`src/rtl/timer_mc_pkg.sv`:
```
// Shared definitions for the multi-channel timer: register offsets, CTRL
// field positions, the CTRL payload struct and its write-decode helper.
// Optional feature macro: TIMER_MC_PRESCALE_EN (enables the CTRL[15:8] PSC field).
package timer_mc_pkg;

    localparam int unsigned BUS_W    = 32;
    localparam int unsigned ADDR_W   = 30;
    localparam int unsigned CH_IDX_W = 3;   // enough index bits for the largest build (8 channels)
    localparam int unsigned PSC_W    = 8;
    localparam int unsigned CTRL_W   = 16;

    localparam logic [1:0] REG_CTRL   = 2'd0;
    localparam logic [1:0] REG_STAT   = 2'd1;
    localparam logic [1:0] REG_EXPIRE = 2'd2;
    localparam logic [1:0] REG_COUNT  = 2'd3;

    localparam int unsigned CTRL_START_BIT    = 0;
    localparam int unsigned CTRL_PERIODIC_BIT = 1;
    localparam int unsigned CTRL_IE_BIT       = 2;
    localparam int unsigned CTRL_PSC_LSB      = 8;
    localparam int unsigned CTRL_PSC_MSB      = 15;

`ifdef TIMER_MC_PRESCALE_EN
    localparam logic [CTRL_W-1:0] CTRL_WR_MASK = 16'hFF07;
`else
    localparam logic [CTRL_W-1:0] CTRL_WR_MASK = 16'h0007;
`endif

    // CTRL register image; bit layout matches the software-visible word.
    typedef struct packed {
        logic [PSC_W-1:0] psc;
        logic [4:0]       rsvd;
        logic             ie;
        logic             periodic;
        logic             start;
    } ctrl_t;

    // Writable bits only; reserved (and PSC when prescaling is absent) stay zero.
    function automatic ctrl_t ctrl_from_word(input logic [CTRL_W-1:0] w);
        return ctrl_t'(w & CTRL_WR_MASK);
    endfunction

endpackage

```
`src/rtl/timer_mc_ch.sv`:
```
// One timer channel: CTRL, STAT.flag, EXPIRE, COUNT and optional prescaler.
// Ports: clk, reset (sync, active high); wr_en/reg_sel/wr_data bus write for
// this channel; rd_word_c combinational read of reg_sel; flag, ie for irq.
// Optional feature macro: TIMER_MC_PRESCALE_EN.
module timer_mc_ch
    import timer_mc_pkg::*;
#(
    parameter int unsigned COUNT_W = 32
) (
    input  logic             clk,
    input  logic             reset,
    input  logic             wr_en,
    input  logic [1:0]       reg_sel,
    input  logic [BUS_W-1:0] wr_data,
    output logic [BUS_W-1:0] rd_word_c,
    output logic             flag,
    output logic             ie
);

    ctrl_t              ctrl;
    logic [COUNT_W-1:0] expire;
    logic [COUNT_W-1:0] count;
    logic               tick_c;
    logic               hit_c;
    logic               wr_ctrl_c;
    logic               wr_stat_c;
    logic               wr_expire_c;
    logic               wr_count_c;
    logic               unused_wr_data_c;

    assign wr_ctrl_c        = wr_en && (reg_sel == REG_CTRL);
    assign wr_stat_c        = wr_en && (reg_sel == REG_STAT);
    assign wr_expire_c      = wr_en && (reg_sel == REG_EXPIRE);
    assign wr_count_c       = wr_en && (reg_sel == REG_COUNT);
    assign unused_wr_data_c = ^wr_data;

`ifdef TIMER_MC_PRESCALE_EN
    logic [PSC_W-1:0] psc_cnt;

    // Count only when the private prescaler reaches PSC; it idles at 0 while stopped.
    assign tick_c = ctrl.start && (psc_cnt == ctrl.psc);

    always_ff @(posedge clk) begin
        if (reset || !ctrl.start || tick_c) psc_cnt <= '0;
        else                                psc_cnt <= psc_cnt + PSC_W'(1);
    end
`else
    assign tick_c = ctrl.start;
`endif

    assign hit_c = tick_c && (count == expire);

    // Hardware update first; later bus-write assignments override it.
    always_ff @(posedge clk) begin
        if (reset) begin
            ctrl   <= '0;
            expire <= '0;
            count  <= '0;
            flag   <= 1'b0;
        end else begin
            if (hit_c) begin
                count <= '0;
                if (!ctrl.periodic) ctrl.start <= 1'b0;
            end else if (tick_c) begin
                count <= count + COUNT_W'(1);
            end
            if (wr_ctrl_c)   ctrl   <= ctrl_from_word(wr_data[CTRL_W-1:0]);
            if (wr_expire_c) expire <= wr_data[COUNT_W-1:0];
            if (wr_count_c)  count  <= wr_data[COUNT_W-1:0];
            // A hardware set beats a same-cycle software clear.
            if (hit_c)          flag <= 1'b1;
            else if (wr_stat_c) flag <= 1'b0;
        end
    end

    assign ie = ctrl.ie;

    // Register read, zero-extended.
    always_comb begin
        rd_word_c = '0;
        case (reg_sel)
            REG_CTRL:   rd_word_c = BUS_W'(ctrl);
            REG_STAT:   rd_word_c = BUS_W'(flag);
            REG_EXPIRE: rd_word_c = BUS_W'(expire);
            default:    rd_word_c = BUS_W'(count);
        endcase
    end

endmodule

```
`src/rtl/timer_mc.sv`:
```
// Multi-channel timer bus slave: bus decode, read mux, rdy_ and irq registers.
// Ports: clk, reset (sync, active high); cs_, as_ (active low), rw (1=read),
// addr (word address), wr_data; rd_data, rdy_ (active low), irq.
// Channel index is addr[4:2]; indices >= NUM_CH read 0 and ignore writes.
// Optional feature macro: TIMER_MC_PRESCALE_EN.
module timer_mc
    import timer_mc_pkg::*;
#(
    parameter int unsigned NUM_CH  = 4,
    parameter int unsigned COUNT_W = 32
) (
    input  logic              clk,
    input  logic              reset,
    input  logic              cs_,
    input  logic              as_,
    input  logic              rw,
    input  logic [ADDR_W-1:0] addr,
    input  logic [BUS_W-1:0]  wr_data,
    output logic [BUS_W-1:0]  rd_data,
    output logic              rdy_,
    output logic              irq
);

    logic                access_c;
    logic                wr_acc_c;
    logic [CH_IDX_W-1:0] ch_idx_c;
    logic [1:0]          reg_sel_c;
    logic [NUM_CH-1:0]   wr_en_c;
    logic [NUM_CH-1:0]   flag_v;
    logic [NUM_CH-1:0]   ie_v;
    logic [BUS_W-1:0]    rd_word_c [NUM_CH];
    logic [BUS_W-1:0]    rd_mux_c;
    logic                unused_addr_c;

    assign access_c      = !cs_ && !as_;
    assign wr_acc_c      = access_c && !rw;
    assign ch_idx_c      = addr[2 +: CH_IDX_W];
    assign reg_sel_c     = addr[1:0];
    assign unused_addr_c = ^addr[ADDR_W-1:CH_IDX_W+2];

    for (genvar i = 0; i < NUM_CH; i++) begin : g_ch
        assign wr_en_c[i] = wr_acc_c && (ch_idx_c == CH_IDX_W'(i));

        timer_mc_ch #(.COUNT_W(COUNT_W)) u_ch (
            .clk       (clk),
            .reset     (reset),
            .wr_en     (wr_en_c[i]),
            .reg_sel   (reg_sel_c),
            .wr_data   (wr_data),
            .rd_word_c (rd_word_c[i]),
            .flag      (flag_v[i]),
            .ie        (ie_v[i])
        );
    end

    // Read mux; an unmatched (out-of-range) index leaves the default 0.
    always_comb begin
        rd_mux_c = '0;
        for (int unsigned i = 0; i < NUM_CH; i++) begin
            if (ch_idx_c == CH_IDX_W'(i)) rd_mux_c = rd_word_c[i];
        end
    end

    // Bus response one cycle after the sampled access; irq OR-reduce.
    always_ff @(posedge clk) begin
        if (reset) begin
            rd_data <= '0;
            rdy_    <= 1'b1;
            irq     <= 1'b0;
        end else begin
            rdy_    <= !access_c;
            rd_data <= (access_c && rw) ? rd_mux_c : '0;
            irq     <= |(flag_v & ie_v);
        end
    end

endmodule

```
`config.mk`:
```
export PLATFORM = sky130hd
export DESIGN_NAME = timer_mc
export DESIGN_NICKNAME = d
export VERILOG_FILES = /design/src/rtl/timer_mc_pkg.sv /design/src/rtl/timer_mc_ch.sv /design/src/rtl/timer_mc.sv
export SDC_FILE = /design/constraint.sdc
export NUM_CORES = 1
export LEC_CHECK = 0
export BUFFER_PORTS_ARGS = -buffer_cell sky130_fd_sc_hd__buf_2
export CORE_ASPECT_RATIO = 1.2
export CORE_MARGIN = 2
export CORE_UTILIZATION = 51
export CTS_BUF_LIST = sky130_fd_sc_hd__clkbuf_8
export CTS_CLUSTER_SIZE = 14
export DETAILED_ROUTE_END_ITERATION = 10
export GPL_TIMING_DRIVEN = 0
export PLACE_DENSITY = 0.71
export SLEW_MARGIN = 10
export SYNTH_ARGS = -nofsm -noshare
export SYNTH_HDL_FRONTEND = slang
export SYNTH_HIERARCHICAL = 1
export SYNTH_SLANG_ARGS = --single-unit
```
`constraint.sdc`:
```
create_clock -name clk -period 8.05 [get_ports clk]
set_clock_uncertainty 0.2 [all_clocks]
set_input_delay 1.61 -clock clk [delete_from_list [all_inputs] [get_ports clk]]
set_output_delay 1.61 -clock clk [all_outputs]
set_load 0.02 [all_outputs]
```
==> flow_summary.yaml <==
sta:
  hold_violations: 0
  slew_violations: 0
  tightest_slew_ps: 932.5
  setup_viol: 0
  fmax_mhz: 225.0
  period_share_pct: 55.22
  fin_crit_ps: 4445
  rsz0062_at_grt: "false"
  setup_tns_ps: 0
  slew_headroom_pct: 37.26
floorplan:
  initial_core_util_pct: 51.82
  design.core.area_sq_mm: 0.03690
  rows: 77
  io_pins: 101
  chipWidth_microns: 180.8
  die_y_microns: 216.1
  die-area_sq_mm: 0.03906
worst_setup_path:
  critPathBufInv: 5
  critPathKind: "input port to register"
  r2r_start: "g_ch[2].u_ch/count[24]"
  slowest_stage: "nor2_1"
  crit_path_start: "addr[3]"
  crit_cells: 10
  required_ps: 8400
  path_cells: "buf_2 > buf_2 > nand3b_1 > clkbuf_1 > nor2_1 > and3_1 > clkbuf_1 > clkbuf_1 > a21oi_1 > o32ai_1"
  crit_fanout: 10
  path_common_cell: "clkbuf_1"
  arrival_ps: 4800
  slowest_delay_ps: 510
  cp-start-kind: "input port"
  cp-end-kind: "register"
  crit_family: "buffers and inverters"
  reg2regPathDepth: 5
synth:
  syn_nets: 2407
  ys_seq_area_share_pct: 32.04
  synth-main-ff-cell: "dfxtp_1"
  synth.avg_cell_area_sq_um: 8.185
  async_flop_share_pct: 0
  ys_warn_count: 6
  synth_area_sq_mm: 0.01912
  synth-seq-cells: 306
  synth_edf_count: 0
  syn-instance-count: 2336
  synth_cell_types: 55
cts:
  cts_setup_buffers: 0
  numClockSinks: 306
  cts_resized: 0
  htreeDepth: 2
  cts-root-buf: "clkbuf_8"
  numCtsBuffers: 53
  cts.clk_slew.worst_paths_ps: 60
  cts_tree: "built"
  hold_buffers: 0
  insertion_delay_ps: 670
  cts_buffer_depth: 3
outcome:
  outcome: "completed"
flow_run:
  timing.max_cap.violations: 0
pwr:
  total_power_mw: 3.455
  p_sw_mw: 0.8944
  p_int_mw: 2.561
  p_sw_share_pct: 25.88
  powerDensity_mw_per_mm2: 161.7
  combPwrFrac_pct: 6.9
  p_leak_nw: 8.583
  ir_worst_vdd_v: 0.0001625
  pwr-share-seq_pct: 44.1
  clkPwrFrac_pct: 49.0
detailed_routing:
  vias: 18820
  drtAntennaViolNets: 0
  drtIter0Drc: 2127
  dr.pass1.iters: 6
  wl_per_cell_microns: 24.89
  via_per_inst: 6.307
  drcViolationCount: 0
  drt-total-wl_mm: 74.28
global_route:
  grt_pass1_wl_mm: 108.3
  grt_pass1_vias: 17920
  grt_util_all_layers_pct: 36.70
  grt_remaining_overflow: 0
  antenna_found_initial: 1
  grt_max_degree: 14
placement:
  io_buffers: 73
  hpwl_mm: 52.14
  gp_congestion: 0.9716
min_path:
  hp-start: "g_ch[2].u_ch/expire[20]"
  min_path_type: "register to register"
  holdPathStages: 2
final_layout:
  fin_nets: 2535
  drive_above_1_share_pct: 14.59
  most-common-layout-cells: "nand2_1 (312), dfxtp_1 (306), a21oi_1 (237)"
  area_growth_syn_to_layout_pct: 11.73
  multi_input_area_sq_mm: 0.01183
  layout_commonest_cell: "nand2_1"
  regArea_sq_mm: 0.006126
  fill_cells: 3480
-- cell usage after synthesis (29+ instances only) --
cell | count | share of area, %
o32ai_1 | 92 | 4.2
clkbuf_1 | 141 | 2.8
nor2b_1 | 120 | 3.9
buf_2 | 52 | 1.4
mux2i_1 | 120 | 6.3
nor3_1 | 30 | 0.79
xor2_1 | 212 | 9.7
nand2_1 | 312 | 6.1
nor4_1 | 29 | 0.95
dfxtp_1 | 306 | 32
and3_1 | 112 | 3.7
nand4_1 | 76 | 2.5
mux2_2 | 40 | 2.4
o22ai_1 | 36 | 1.2
nand3_1 | 76 | 2.0
nor3_2 | 34 | 1.8
nor2_1 | 77 | 1.5
a21oi_1 | 237 | 6.2
-- power groups by stage --
stage | registers (mW) | logic (mW) | clock network, mW
2_1_floorplan | 1.56 | 0.115 | 0
3_3_place_gp | 1.56 | 0.225 | 0
3_5_place_dp | 1.56 | 0.227 | 0
4_1_cts | 1.52 | 0.227 | 1.71
5_1_grt | 1.52 | 0.241 | 1.78
6_report | 1.52 | 0.237 | 1.69
-- path summary, 6_finish.rpt --
| path | end | slack (ps) |
|---|---|---|
| worst max-delay path | g_ch[3].u_ch/count[23] | 3600 |
| worst min-delay path | g_ch[2].u_ch/expire[20] | 280 |
| worst max register to register | g_ch[2].u_ch/count[6] | 5400 |
| worst min register to register | g_ch[2].u_ch/expire[20] | 280 |
-- registers in the layout, summed over array words and instances (netlist names) --
signal            flops
g_ch.u_ch/flag        4
rdy_                  1
g_ch.u_ch/ie          4
g_ch.u_ch/ctrl        4
g_ch.u_ch/expire    128
g_ch.u_ch/tick_c      4
irq                   1
rd_data              32
g_ch.u_ch/count     128
-- worst reg2reg max path, delay by kind of cell, from the launching register on --
family        cells  cell delay (ps)
flops             1              490
simple gates      4             1670
xor+xnor          1              120
-- cells by family after synthesis --
group / share of synthesized area (%)
xor+xnor: 10.81
compound gates: 14.82
fa+ha+maj: 0.2618
simple gates: 26.77
mux: 9.109
flops: 32.04
buf+inv: 6.191
-- per-stage QoR --
stage	setup WS, ps	util (%)	cell area (sq um)	instances	hold slack, ps
2_1_floorplan	3863	-	19120	2336	248.7
3_3_place_gp	2855	54.41	20080	2883	263.4
3_5_place_dp	2840	54.43	20080	2883	266.7
4_1_cts	3543	57.85	21350	2982	275.5
5_1_grt	3316	57.88	21360	2982	304.5
6_report	3605	57.90	21360	2984	276.5
-- layer usage --
metal  track usage [%]  vias to the layer above  wire length [microns]
li1                  -                     8631                      -
met1             45.50                     8962                  29030
met2             58.99                      955                  33400
met3             6.318                      272                   6308
met4             23.49                        0                   5540
met5                 0                        -                      0
-- final cells by class --
class	instances	area share [%]
tap	474	2.776
inverter	16	0.2811
antenna	2	0.02343
buffer	226	5.259
timing repair buffer	73	1.710
multi-input combinational	1788	55.37
clock inverter	28	1.330
clock buffer	71	4.574
sequential	306	28.68
Note: power is estimated with default switching activity, not from simulation.
